## config.mk

```make
export PLATFORM = sky130hd
export DESIGN_NAME = puzzle3_1_joltage_acc
export DESIGN_NICKNAME = d
export VERILOG_FILES = /design/src/rtl/puzzle3_1_joltage_acc.sv
export SDC_FILE = /design/constraint.sdc
export NUM_CORES = 1
export LEC_CHECK = 0
export CORE_AREA = 4 4 80 82
export CTS_CLUSTER_SIZE = 16
export DETAILED_ROUTE_END_ITERATION = 12
export DIE_AREA = 0 0 84 86
export PLACE_DENSITY = 0.7
export SLEW_MARGIN = 20
export SYNTH_ARGS = -nofsm -noshare
export SYNTH_HDL_FRONTEND = slang
export SYNTH_SLANG_ARGS = --single-unit
```

## constraint.sdc

```tcl
create_clock -name clk -period 10.2 [get_ports clk]
set_input_delay 2.04 -clock clk [delete_from_list [all_inputs] [get_ports clk]]
set_output_delay 2.04 -clock clk [all_outputs]
set_load 0.01 [all_outputs]
```

## src/rtl/puzzle3_1_joltage_acc.sv

```systemverilog
// Streaming battery-bank accumulator: per bank, keeps the largest ordered two-digit value and adds it to sum.
// Optional macro PUZZLE3_BANK_CNT_EN adds the bank_cnt output counting completed banks.
module puzzle3_1_joltage_acc #(
  parameter int SUM_W = 32
) (
  input  logic             clk,
  input  logic             rst_n,
  input  logic [3:0]       data_in,
  input  logic             wr_en,
  input  logic             bank_end,
`ifdef PUZZLE3_BANK_CNT_EN
  output logic [SUM_W-1:0] sum,
  output logic [15:0]      bank_cnt
`else
  output logic [SUM_W-1:0] sum
`endif
);

  logic [3:0] max_digit;
  logic       have_digit;
  logic [6:0] best;

  logic       accept;
  logic       close_bank;
  logic [6:0] cand;
  logic [6:0] best_next;
  logic [3:0] max_digit_next;

  // Out-of-range digits are dropped entirely, including their bank_end qualifier.
  always_comb begin
    accept         = wr_en && (data_in <= 4'd9);
    close_bank     = accept && bank_end;
    cand           = 7'd0;
    if (have_digit)
      cand = ({3'b000, max_digit} * 7'd10) + {3'b000, data_in};
    best_next      = (cand > best) ? cand : best;
    max_digit_next = (data_in > max_digit) ? data_in : max_digit;
  end

  always_ff @(posedge clk or negedge rst_n) begin
    if (!rst_n) begin
      max_digit  <= 4'd0;
      have_digit <= 1'b0;
      best       <= 7'd0;
      sum        <= '0;
    end else if (close_bank) begin
      max_digit  <= 4'd0;
      have_digit <= 1'b0;
      best       <= 7'd0;
      sum        <= sum + SUM_W'(best_next);
    end else if (accept) begin
      max_digit  <= max_digit_next;
      have_digit <= 1'b1;
      best       <= best_next;
    end
  end

`ifdef PUZZLE3_BANK_CNT_EN
  always_ff @(posedge clk or negedge rst_n) begin
    if (!rst_n)
      bank_cnt <= 16'd0;
    else if (close_bank)
      bank_cnt <= bank_cnt + 16'd1;
  end
`endif

endmodule

```

==> impl_metrics.toml <==
[finish]
num-nets-final = 349
drive_above_1_share = 0.0540
fin_area_sq_um = 3330
area_growth_pct = 19.9
n_antenna_cell = 0
fill_cells = 528

[power]
intPower_uw = 480
p_comb_frac = 0.576
cellPowerDensity_nw_per_um2 = 245
switching_power_uw = 337
power.total_uw = 817
netSwitchingFraction = 0.413
p_leak_uw = 0.00153
p_seq_frac = 0.288
vdd.ir_drop.worst_uv = 121
p_clk_frac = 0.136

[logic_synthesis]
syn_inst = 274
synth-edff-count = 0
yosys.area.top_type = "dfrtp_1"
synth_cell_types = 43
yosysTopAreaCellShare = 0.397
synth.cell_area_sq_um = 2780
synth.yosys.seq_area_share = 0.397
ys_top_cells_by_area = "dfrtp_1 (40%), ha_1 (11%), xnor2_1 (6.0%), xor2_1 (4.7%), nand2_1 (2.6%)"
syn_avg_cell_area_sq_um = 10.1
ys_ff_latch = 44
synth_most_common_cell = "dfrtp_1"
synth_ff_type = "dfrtp_1"
yosys_warnings = 0
synth_common_cells = "dfrtp_1 (44), ha_1 (24), nand2_1 (19), xnor2_1 (19), inv_1 (17)"
async_flop_share = 1.00
synth_nets = 309

[sta]
setup_tns_ns = 0
rsz0062_at_grt = "false"
hold_slack_ns = 0.473
relSlewSlack = 0.365
skew_ns = 0.00609
setup_viol = 0
min_period_ns = 7.04
hold_viol = 0
period_share = 0.690
finalMaxSlewViolations = 0
max_freq_ghz = 0.142
worst_slew_pin_slew_ns = 0.952

[critical_path]
slowest_delay_ns = 0.53
crit_required_ns = 10.37
path_cells = "clkdlybuf4s50_1 -> ha_1 -> inv_1 -> fa_1 -> nor2b_1 -> o21ai_0 -> xnor2_1 -> and2_1 -> ha_1 -> nand4_1 -> a21oi_1 -> nor4_1 -> nor2_1 -> mux2_2 -> ha_1 -> fa_1 -> a211oi_1 -> o21ai_0 -> o2111ai_1 -> nor3_1 -> xor2_1"
critPathMaxFanout = 7
start_kind = "input port"
critPathBufInv = 2
crit_top_cell = "ha_1"
cp-end-kind = "flip-flop"
crit_type = "input port to flip-flop"
critPathSlowestCell = "clkdlybuf4s50_1"
crit_family = "adder cells"
arrival_ns = 7.21

[placement]
place.gp.congestion = 0.869
place_area_sq_um = 3240
dp_hpwl_mm = 4.36
port_buffers = 39

[global_route]
grtUsageTotal = 0.177
grt_pass1_vias = 2271
grt_max_degree = 45
antenna_found_initial = 0
grt_pass1_wl_mm = 10.6
gr-total-overflow = 0

[drt]
via_count = 2154
wl_mm = 5.89
ant_nets = 0
via_per_inst = 5.52
drc_errors = 0
routedWlPerCell_um = 15.1
first_iter_violations = 37
firstDrtPassIters = 4

[clocking]
cts.htree.levels = 2
hold_buffers = 0
clk_pin_slew_ns = 0.08
post-cts-setup-buffers = 0
cts_buffers = 5
cts_resized = 0
clk_latency_ns = 0.29
cts_tree = "yes"
cts_sinks = 44
clock_path_buffers = 2
clockRootBuffer = "clkbuf_8"

[floorplan]
rows = 28
die_y_um = 86
dieArea_sq_um = 7220
pin_count = 40
start_util = 0.483
coreArea_sq_um = 5750
die_x_um = 84

[flow_run]
drv_cap = 0

[outcome]
status = "completed"

[min_path]
hp-class = "flip-flop to flip-flop"
state kept, by name, indices dropped and copies added, names as in the netlist:
signal / flops
sum: 32
have_digit: 1
max_digit: 4
best: 7
final cells by class:
type / count / area, sq um / area share
tap: 75 / 93.8 / 0.0282
multi-input combinational: 207 / 1600 / 0.479
timing repair buffer: 39 / 385 / 0.116
sequential: 44 / 1100 / 0.331
clock buffer: 8 / 90.1 / 0.0271
inverter: 17 / 63.8 / 0.0192
logic make-up after synthesis:
group                    count (synthesis)  share of synthesized area
multiplexers                             8                     0.0315
flip-flops                              44                      0.397
AO/OA/AOI/OAI                           50                      0.123
buffers and inverters                   23                     0.0311
XOR/XNOR                                34                      0.107
adder cells (fa/ha/maj)                 27                      0.130
AND/OR/NAND/NOR                         88                      0.181
worst paths after layout:
path / from / endpoint / slack (ns) / cells after the start
max: data_in[1] / sum[28] / 3.16 / 21
min: sum[31] / sum[31] / 0.47 / 1
max reg2reg: max_digit[1] / sum[28] / 4.62 / 20
min reg2reg: sum[31] / sum[31] / 0.47 / 1
max in group asynchronous: rst_n / max_digit[2] / 7.71 / 1
min in group asynchronous: rst_n / sum[30] / 1.89 / 1
per-layer routing:
layer | vias to the layer above | global-route usage | wire length, um
met5 | - | 0 | 0
met3 | 6 | 0.0336 | 199
met1 | 1048 | 0.240 | 2930
met2 | 42 | 0.292 | 2700
met4 | 0 | 0.0482 | 59
li1 | 1058 | - | -
stage by stage:
stage | instances | setup slack [ns] | utilization
floorplan | 274 | 4.04 | -
global placement | 382 | 2.91 | 0.563
detailed placement | 382 | 2.91 | 0.564
CTS | 390 | 3.20 | 0.579
global route | 390 | 2.89 | 0.579
finish | 390 | 3.16 | 0.579
worst reg2reg max path, delay by kind of cell, from the launching register on:
family | cells | cell delay [ns]
DFF | 1 | 0.43
and+or+nand+nor | 5 | 0.95
xor gates and xnor gates | 2 | 0.32
AOI/OAI and AO/OA | 6 | 1.31
muxes | 1 | 0.42
adders and majority gates | 6 | 2.03
power groups by stage:
stage | sequential [uW] | clock (uW) | combinational [uW]
detailed placement | 238 | 0 | 468
CTS | 235 | 115 | 471
floorplan | 237 | 0 | 353
finish | 235 | 111 | 470
global placement | 239 | 0 | 458
global route | 240 | 123 | 530
placed cells by master, fill, tap and decap left out, types with 2 or more instances in the layout:
cell	netlist	final
dfrtp_1	44	44
xnor2_1	19	19
and3_1	2	2
a21oi_1	11	11
mux2i_1	2	2
nand2_1	19	19
inv_1	17	17
clkbuf_8	0	6
a22o_1	2	2
nand4_1	6	6
nor2b_1	7	7
nor3_1	7	7
nor2_1	11	11
a211oi_1	2	2
o21a_1	2	2
nor3b_1	3	3
clkbuf_1	6	2
and2_1	7	7
a32o_1	6	6
a21o_1	4	4
o21ai_0	12	12
nand3_1	12	12
o211ai_1	4	4
nor4_1	5	5
xor2_1	15	15
clkdlybuf4s50_1	0	38
mux2_2	6	6
fa_1	3	3
ha_1	24	24
No activity file was read; power rests on OpenSTA's default activity.
